**src/rtl/micro_painter_pkg.sv**
```systemverilog
// Shared types and quadrature decode helpers for the microPainter encoder front end.
// Combinational only; no latency.
// No flow control; pure definitions.
package micro_painter_pkg;

    typedef enum logic {DIR_REV = 1'b0, DIR_FWD = 1'b1} dir_t;

    // Forward Gray successor of each {A,B} state, indexed by that state:
    // 00->10, 01->00, 10->11, 11->01 (A leads B when counting up).
    localparam logic [3:0][1:0] QUAD_FWD_NEXT = {2'b01, 2'b11, 2'b00, 2'b10};

    typedef struct packed {
        logic illegal;
        logic valid;
        logic up;
    } quad_delta_t;

    // Classify one transition of the filtered {A,B} pair.
    function automatic quad_delta_t quad_delta(input logic [1:0] prev, input logic [1:0] cur);
        quad_delta_t d;
        d.illegal = ((prev ^ cur) == 2'b11);
        d.up      = (cur == QUAD_FWD_NEXT[prev]);
        d.valid   = d.up || (prev == QUAD_FWD_NEXT[cur]);
        return d;
    endfunction

endpackage

```
**src/rtl/quad_channel.sv**
```systemverilog
// One encoder channel: 2-flop sync, stability filter, 4x decode, position, column phase, sticky err.
// Latency: raw pin edge to step is 2 + FILTER_CYC + 1 clocks; filtered change to step is 1 clock.
// No backpressure; every accepted count is reported immediately.
module quad_channel
    import micro_painter_pkg::*;
#(
    parameter int POS_W      = 16,
    parameter int FILTER_CYC = 4,
    parameter int COL_DIV    = 8
) (
    input  logic             clk,
    input  logic             reset,
    input  logic             a_raw,
    input  logic             b_raw,
    input  logic             zero,
    input  logic             clear_err,
    output logic [POS_W-1:0] pos,
    output logic             step,
    output logic             dir,
    output logic             col_strobe,
    output logic             col_dir,
    output logic             err
);

    localparam int CW = (FILTER_CYC > 0) ? $clog2(FILTER_CYC + 1) : 1;
    localparam int PW = (COL_DIV > 1) ? $clog2(COL_DIV) : 1;
    localparam logic [CW-1:0] FILT_LAST  = CW'((FILTER_CYC > 0) ? FILTER_CYC - 1 : 0);
    localparam logic [PW-1:0] PHASE_LAST = PW'(COL_DIV - 1);

    logic [1:0]    sync1;
    logic [1:0]    sync2;
    logic [1:0]    cur;
    logic [1:0]    prev;
    logic [1:0]    arm_cnt;
    logic          armed;
    logic [PW-1:0] phase;
    dir_t          dir_q;
    quad_delta_t   delta;

    // Two-flop synchroniser on the {A,B} pair.
    always_ff @(posedge clk or negedge reset) begin
        if (!reset) begin
            sync1 <= 2'b00;
            sync2 <= 2'b00;
        end else begin
            sync1 <= {a_raw, b_raw};
            sync2 <= sync1;
        end
    end

    // Arm counter: the first three clocks after reset only track the pins.
    always_ff @(posedge clk or negedge reset) begin
        if (!reset) arm_cnt <= 2'd0;
        else if (!armed) arm_cnt <= arm_cnt + 2'd1;
    end

    assign armed = (arm_cnt == 2'd3);

    generate
        if (FILTER_CYC == 0) begin : g_bypass
            assign cur = sync2;
        end else begin : g_filter
            for (genvar p = 0; p < 2; p++) begin : g_pin
                logic [CW-1:0] cnt;
                logic          filt;
                // Accept a pin change only after FILTER_CYC consecutive differing clocks.
                always_ff @(posedge clk or negedge reset) begin
                    if (!reset) begin
                        cnt  <= '0;
                        filt <= 1'b0;
                    end else if (!armed) begin
                        cnt  <= '0;
                        filt <= sync2[p];
                    end else if (sync2[p] == filt) begin
                        cnt <= '0;
                    end else if (cnt == FILT_LAST) begin
                        cnt  <= '0;
                        filt <= sync2[p];
                    end else begin
                        cnt <= cnt + 1'b1;
                    end
                end
                assign cur[p] = filt;
            end
        end
    endgenerate

    assign delta = quad_delta(prev, cur);

    // Decode, position, column phase and sticky error; zero beats a step, err set beats clear.
    always_ff @(posedge clk or negedge reset) begin
        if (!reset) begin
            prev       <= 2'b00;
            pos        <= '0;
            phase      <= '0;
            step       <= 1'b0;
            dir_q      <= DIR_REV;
            col_strobe <= 1'b0;
            col_dir    <= 1'b0;
            err        <= 1'b0;
        end else begin
            // While arming, prev follows the synced pins so the first armed compare is clean.
            prev       <= armed ? cur : sync2;
            step       <= armed && delta.valid;
            col_strobe <= 1'b0;
            col_dir    <= 1'b0;
            if (armed && delta.valid) dir_q <= delta.up ? DIR_FWD : DIR_REV;
            if (armed && delta.illegal) err <= 1'b1;
            else if (clear_err) err <= 1'b0;
            if (zero) begin
                pos   <= '0;
                phase <= '0;
            end else if (armed && delta.valid) begin
                if (delta.up) begin
                    pos <= pos + 1'b1;
                    if (phase == PHASE_LAST) begin
                        phase      <= '0;
                        col_strobe <= 1'b1;
                        col_dir    <= 1'b1;
                    end else begin
                        phase <= phase + 1'b1;
                    end
                end else begin
                    pos <= pos - 1'b1;
                    if (phase == '0) begin
                        phase      <= PHASE_LAST;
                        col_strobe <= 1'b1;
                        col_dir    <= 1'b0;
                    end else begin
                        phase <= phase - 1'b1;
                    end
                end
            end
        end
    end

    assign dir = dir_q;

endmodule

```
**src/rtl/quad_encoder_array.sv**
```systemverilog
// Multi-channel quadrature encoder front end; one independent quad_channel per encoder.
// Latency: raw pin edge to step is 2 + FILTER_CYC + 1 clocks.
// No backpressure; outputs are pulses and levels, channels share no state.
module quad_encoder_array
    import micro_painter_pkg::*;
#(
    parameter int N_CH       = 2,
    parameter int POS_W      = 16,
    parameter int FILTER_CYC = 4,
    parameter int COL_DIV    = 8
) (
    input  logic                  clk,
    input  logic                  reset,
    input  logic [N_CH-1:0]       a_raw,
    input  logic [N_CH-1:0]       b_raw,
    input  logic [N_CH-1:0]       zero,
    input  logic [N_CH-1:0]       clear_err,
    output logic [N_CH*POS_W-1:0] pos,
    output logic [N_CH-1:0]       step,
    output logic [N_CH-1:0]       dir,
    output logic [N_CH-1:0]       col_strobe,
    output logic [N_CH-1:0]       col_dir,
    output logic [N_CH-1:0]       err
);

    for (genvar i = 0; i < N_CH; i++) begin : g_ch
        quad_channel #(
            .POS_W      (POS_W),
            .FILTER_CYC (FILTER_CYC),
            .COL_DIV    (COL_DIV)
        ) u_ch (
            .clk        (clk),
            .reset      (reset),
            .a_raw      (a_raw[i]),
            .b_raw      (b_raw[i]),
            .zero       (zero[i]),
            .clear_err  (clear_err[i]),
            .pos        (pos[i*POS_W +: POS_W]),
            .step       (step[i]),
            .dir        (dir[i]),
            .col_strobe (col_strobe[i]),
            .col_dir    (col_dir[i]),
            .err        (err[i])
        );
    end

endmodule
```
**config.mk**
```make
export PLATFORM = sky130hd
export DESIGN_NAME = quad_encoder_array
export DESIGN_NICKNAME = d
export VERILOG_FILES = /design/src/rtl/micro_painter_pkg.sv /design/src/rtl/quad_channel.sv /design/src/rtl/quad_encoder_array.sv
export SDC_FILE = /design/constraint.sdc
export NUM_CORES = 1
export LEC_CHECK = 0
export ABC_AREA = 1
export BUFFER_PORTS_ARGS = -buffer_cell sky130_fd_sc_hd__buf_2
export CELL_PAD_IN_SITES_DETAIL_PLACEMENT = 0
export CELL_PAD_IN_SITES_GLOBAL_PLACEMENT = 1
export CORE_MARGIN = 3
export CORE_UTILIZATION = 40
export DETAILED_ROUTE_END_ITERATION = 7
export GPL_TIMING_DRIVEN = 1
export HOLD_SLACK_MARGIN = 0.05
export PLACE_DENSITY_LB_ADDON = 0.1
export SLEW_MARGIN = 20
export SYNTH_ARGS = -nofsm -noshare
export SYNTH_HDL_FRONTEND = slang
export SYNTH_SLANG_ARGS = --single-unit
```
**constraint.sdc**
```tcl
create_clock -name clk -period 2.18 [get_ports clk]
set_input_delay 0.218 -clock clk [delete_from_list [all_inputs] [get_ports clk]]
set_output_delay 0.218 -clock clk [all_outputs]
set_load 0.01 [all_outputs]
```
==> results of run 1 <==
worst paths after layout:
path,depth (start not counted),to,startpoint
max in group asynchronous,3,g_ch[1].u_ch.err,reset
worst min register to register,0,g_ch[1].u_ch.sync2[0],g_ch[1].u_ch.sync1[0]
worst max register to register,12,g_ch[0].u_ch.pos[11],g_ch[0].u_ch.prev[1]
worst min-delay path,2,g_ch[1].u_ch.err,clear_err[1]
worst max-delay path,12,g_ch[0].u_ch.pos[11],g_ch[0].u_ch.prev[1]
min in group asynchronous,2,g_ch[0].u_ch.pos[9],reset
cells by family after synthesis:
group | after synthesis | share of synthesized area
compound gates | 69 | 0.0713
xor+xnor | 14 | 0.0257
fa+ha+maj | 48 | 0.115
buf+inv | 124 | 0.109
flops | 80 | 0.374
simple gates | 382 | 0.304
registers in the layout, summed over array words and instances (netlist names):
signal	flops
g_ch.u_ch.sync1	4
g_ch.u_ch.err	2
g_ch.u_ch.arm_cnt	4
g_ch.u_ch.sync2	4
g_ch.u_ch.dir	2
g_ch.u_ch.g_filter.g_pin.cnt	12
g_ch.u_ch.pos	32
g_ch.u_ch.step	2
g_ch.u_ch.g_filter.g_pin.filt	4
g_ch.u_ch.phase	6
g_ch.u_ch.col_strobe	2
g_ch.u_ch.col_dir	2
g_ch.u_ch.prev	4
stage by stage:
stage | utilization | hold WS (ps)
final | 0.511 | 67.2
after global placement | 0.450 | 298
after global routing | 0.511 | 66.1
after floorplan | - | -77.6
after detailed placement | 0.450 | 309
after CTS | 0.479 | 51.9
Yosys cell counts (2+ instances only):
cell type	number
nand2_1	269
inv_1	100
dfrtp_1	80
ha_1	46
nand3_1	39
nor2_1	37
o21ai_0	29
a21oi_1	24
buf_4	10
nand3b_1	8
nor3_1	8
xnor2_1	8
nand2_4	7
o21ai_2	6
buf_6	5
nor4_1	4
o21ai_1	4
xor2_1	4
inv_2	3
buf_8	2
fa_1	2
inv_6	2
nand2_2	2
nand3_2	2
nand4_1	2
nor2_4	2
o211ai_1	2
o22ai_1	2
or2_2	2
xnor2_2	2
layout make-up:
class,count,area share
Multi-Input combinational cell,516,0.479
Sequential cell,80,0.306
Timing Repair Buffer,76,0.0743
Inverter,105,0.0617
Clock buffer,10,0.0365
Tap cell,172,0.0328
Clock inverter,5,0.00993
metal layers:
| metal | GRT usage | vias up |
|---|---|---|
| li1 | - | 2391 |
| met1 | 0.240 | 2091 |
| met2 | 0.265 | 50 |
| met3 | 0.0269 | 11 |
| met4 | 0.0504 | 0 |
| met5 | 0 | - |
worst max-delay path, cell delays in order, from the launching register on:
cell	delay [ps]
dfrtp_1	410
xnor2_2	230
nand2_4	100
buf_12	170
ha_1	290
nand2_1	100
inv_1	70
a21oi_1	170
nand2_2	110
nand2_1	100
nand3_1	70
nand3_1	90
nand2_1	50
repair_timing:
action	4_1_cts	5_1_grt
endpoints found under the setup margin	1	23
gates cloned	0	3
setup buffers	1	5
endpoints found under the hold margin	51	0
gates resized for setup	1	62
pin swaps	1	8
hold buffers	5	0
==> flow_summary_export.csv, run 1 <==
group,metric,value,unit
status,run_status,"finished clean",
detailed_routing,wl_met1,6470,um
floorplan,die_width,122,um
clocking,clk_pin_slew_worst_paths,70,ps
floorplan,die_y,122,um
logic_synthesis,synth_fp_nets,775,
clocking,clk_latency,340,ps
cells_and_area,final_common_cell,"nand2_1",
placement,port_buffers,51,
detailed_routing,drcViolationCount,0,
floorplan,rows,41,
job,maxCapViolations,0,
global_route,grt_use_total,0.168,
hold_path,min_path_type,"input port to flop",
global_route,overflow,0,
worst_setup_path,criticalPathCategory,"flop to flop",
timing,setup_tns,0,ps
detailed_routing,wl_per_cell,13.0,um
logic_synthesis,synth_area,5350,um^2
timing,finalHoldViolations,0,
cells_and_area,ff_latch_area,2010,um^2
timing,timing.fmax,480,MHz
cells_and_area,multi_input_area,3140,um^2
logic_synthesis,synth_top_area_cell,"dfrtp_1",
global_route,grt_pass1_vias,4146,
logic_synthesis,ys_async_sr_fraction,1.00,
logic_synthesis,synth_ff_type,"dfrtp_1",
worst_setup_path,start_kind,"flop",
clocking,htree_levels,3,
logic_synthesis,synth.yosys.seq_area_share,0.374,
detailed_routing,drtAntennaViolNets,0,
cells_and_area,design_area,6550,um^2
logic_synthesis,synth_edf_count,0,
timing,rsz0062_at_grt,"yes",
global_route,grt_max_degree,50,
global_route,antenna_found_initial,0,
clocking,clockBufferDepth,2,
timing,max_slew_margin,0.542,
timing,fin_crit,2080,ps
detailed_routing,routed-wl-met3,338,um
logic_synthesis,yosysWarnings,0,
placement,dpl_cell_area,5770,um^2
cells_and_area,layout_common_cells,"254 x nand2_1, 100 x inv_1, 77 x dfrtp_1, 50 x buf_2, 37 x nor2_1",
logic_synthesis,synth_cells,717,
cells_and_area,finalNonFillerCells,964,
detailed_routing,vias_per_cell,4.71,
detailed_routing,drt-total-wl,12600,um
cells_and_area,fin_nets,846,
cells_and_area,drive_above_1_share,0.215,
worst_setup_path,reg2reg_slack,100,ps
clocking,cts_buffers,9,
timing,worstMarginPinSlew,688,ps
clocking,cts_tree,"yes",
cells_and_area,antenna_cells,0,
placement,dp_hpwl,8950,um
clocking,clock-root-buffer,"clkbuf_16",
detailed_routing,dr.max_layer_used,"met4",
timing,finalCritPeriodShare,0.956,
worst_setup_path,critPathArrivalTime,2310,ps
global_route,grt_first_pass_wirelength,19900,um
logic_synthesis,ys_ff_latch,80,
worst_setup_path,path_max_fanout,13,
timing,clock_skew,7.50,ps
timing,finalSetupViolCount,0,
worst_setup_path,cp.required,2410,ps
placement,placed_cells,935,
timing,fin_ws,95.7,ps
clocking,clock-sinks,80,
detailed_routing,first_pass_iters,4,
timing,slew_violations,0,
floorplan,boundaryPins,52,
placement,dp_slack,-38.6,ps
detailed_routing,first_iter_violations,207,
floorplan,core_area,12800,um^2
logic_synthesis,yosys.cell_types.count,34,
detailed_routing,vias,4543,
logic_synthesis,yosys.area.top_type_share,0.374,
floorplan,initial_core_util,0.417,
logic_synthesis,synth_area_leaders,"dfrtp_1 37%, nand2_1 19%, ha_1 11%, inv_1 7.0%, nand3_1 3.6%",
cells_and_area,area_growth,22.5,%
worst_setup_path,end_kind,"flop",
floorplan,die_area,14800,um^2
logic_synthesis,avgSynthCellArea,7.46,um^2
placement,gp_congestion,0.887,
detailed_routing,met2_length,5620,um
cells_and_area,fillers,1234,
Power of run 1 is not shown: default switching activity piles up to over one toggle a cycle in this logic, so the estimate is an artifact.
==> inputs of run 2 (changes only) <==
==> constraint.sdc (replaced) <==
create_clock -name clk -period 2.18 [get_ports clk]
set_input_delay 0 -clock clk [delete_from_list [all_inputs] [get_ports clk]]
set_output_delay 0 -clock clk [all_outputs]
set_load 0.01 [all_outputs]
==> flow_summary_export.csv, run 2 (synthesis gave the netlist of run 1 again) <==
group,metric,value,unit
status,run_status,"finished clean",
global_route,grt_use_total,0.170,
worst_setup_path,path_max_fanout,4,
worst_setup_path,end_kind,"flop",
cells_and_area,regMostFlops,"g_ch.u_ch.pos",
timing,finalCritPeriodShare,0.964,
placement,port_buffers,51,
global_route,overflow,0,
cells_and_area,drive_above_1_share,0.243,
worst_setup_path,path_common_cell,"nand2_1",
timing,finalSetupViolCount,0,
cells_and_area,antenna_cells,0,
placement,dp_hpwl,9000,um
hold_path,min_path_type,"input port to flop",
detailed_routing,first_pass_iters,4,
cells_and_area,fin_nets,856,
clocking,cts_buffers,9,
clocking,cts_tree,"yes",
detailed_routing,drtAntennaViolNets,0,
timing,finalHoldViolations,0,
timing,rsz0062_at_grt,"yes",
cells_and_area,reg_top3,"g_ch.u_ch.pos (32), g_ch.u_ch.g_filter.g_pin.cnt (12), g_ch.u_ch.phase (6)",
detailed_routing,first_iter_violations,186,
timing,timing.fmax,476,MHz
timing,slew_violations,0,
floorplan,core_area,12800,um^2
job,maxCapViolations,0,
clocking,clk_pin_slew_worst_paths,70,ps
floorplan,rows,41,
floorplan,initial_core_util,0.417,
global_route,grt_first_pass_wirelength,20300,um
timing,fin_crit,2100,ps
worst_setup_path,slowest_delay,450,ps
clocking,clock-sinks,80,
floorplan,die_y,122,um
cells_and_area,finalNonFillerCells,975,
cells_and_area,layout_common_cells,"251 x nand2_1, 98 x inv_1, 79 x dfrtp_1, 50 x buf_2, 34 x nor2_1",
timing,timing.hold.ws,36.2,ps
worst_setup_path,start_kind,"flop",
worst_setup_path,worstPathCellList,"xnor2_4 > buf_6 > nand2_4 > buf_6 > ha_1 > nand2_1 > nand2_1 > inv_1 > nand3_2 > nand2_2 > nand3_1 > nand3_1 > nand2_1",
timing,clock_skew,7.90,ps
cells_and_area,final_common_cell,"nand2_1",
cells_and_area,fillers,1244,
detailed_routing,wl_per_cell,13.1,um
worst_setup_path,cp.required,2420,ps
worst_setup_path,critPathArrivalTime,2340,ps
timing,fin_ws,78.2,ps
worst_setup_path,criticalPathCategory,"flop to flop",
clocking,clk_latency,350,ps
clocking,clock-root-buffer,"clkbuf_16",
global_route,grt_max_degree,55,
clocking,htree_levels,3,
timing,max_slew_margin,0.686,
floorplan,boundaryPins,52,
placement,placed_cells,932,
timing,worstMarginPinSlew,471,ps
worst_setup_path,reg2reg_slack,80,ps
detailed_routing,drt-total-wl,12800,um
placement,gp_congestion,0.857,
clocking,clockBufferDepth,2,
floorplan,die_area,14800,um^2
cells_and_area,area_growth,26.4,%
cells_and_area,final_util,0.527,
detailed_routing,vias,4632,
worst_setup_path,slowest_stage,"dfrtp_2",
global_route,antenna_found_initial,0,
placement,dp_slack,-30.6,ps
floorplan,die_width,122,um
global_route,grt_pass1_vias,4272,
detailed_routing,vias_per_cell,4.75,
cells_and_area,largest_reg_flops,32,
detailed_routing,drcViolationCount,0,
==> run 2: changes by cell type in the layout (fill, tap and decap cells not counted), moves of 3 or more <==
cell,previous run,this run
nand2_1,254,251
nor2_1,37,34
nor2_2,0,3
buf_4,18,24
ha_4,16,24
ha_1,27,19
==> run 2: area by class of cell <==
type | count | area [um^2] | share of cell area
Multi-Input combinational cell | 515 | 3260 | 0.482
Sequential cell | 80 | 2000 | 0.296
Timing Repair Buffer | 87 | 594 | 0.0879
Inverter | 105 | 404 | 0.0598
Clock buffer | 9 | 225 | 0.0333
Tap cell | 172 | 215 | 0.0318
Clock inverter | 7 | 58.8 | 0.00870
==> run 2: metrics by stage <==
step                      setup TNS [ps]  cell area (um^2)
after floorplan                        0              5350
after global placement                 0              5750
after detailed placement           -30.6              5750
after CTS                              0              6110
after global routing                -121              6760
final                                  0              6760
==> run 2: metal layers <==
layer,share of wire,up-vias,global-route usage
li1,-,2409,-
met1,0.50,2141,0.243
met5,0,-,0
met3,0.031,14,0.0288
met4,0.015,0,0.0595
met2,0.46,68,0.261
==> run 2: critical path: cells and delay by family, from the launching register on <==
kind / cells / cell delay, ps
adders and majority gates: 1 / 320
DFF: 1 / 450
and+or+nand+nor: 8 / 670
buffers and inverters: 3 / 360
xor gates and xnor gates: 1 / 230
==> run 2: path summary, 6_finish.rpt <==
check / start / endpoint / depth (start not counted)
worst min-delay path: zero[1] / g_ch[1].u_ch.pos[7] / 4
min in group asynchronous: reset / g_ch[0].u_ch.pos[8] / 2
worst min register to register: g_ch[0].u_ch.sync1[0] / g_ch[0].u_ch.sync2[0] / 0
worst max register to register: g_ch[1].u_ch.prev[1] / g_ch[1].u_ch.pos[14] / 13
worst max-delay path: g_ch[1].u_ch.prev[1] / g_ch[1].u_ch.pos[14] / 13
max in group asynchronous: reset / g_ch[1].u_ch.prev[1] / 3
==> run 2: what timing repair did <==
action	CTS	global route
hold endpoints to repair	86	0
pin swaps	0	16
hold buffers	7	0
setup endpoints to repair	1	24
gates cloned	0	2
buffers inserted	0	18
resized for setup	1	85
Power of run 2 is left out for the same reason.
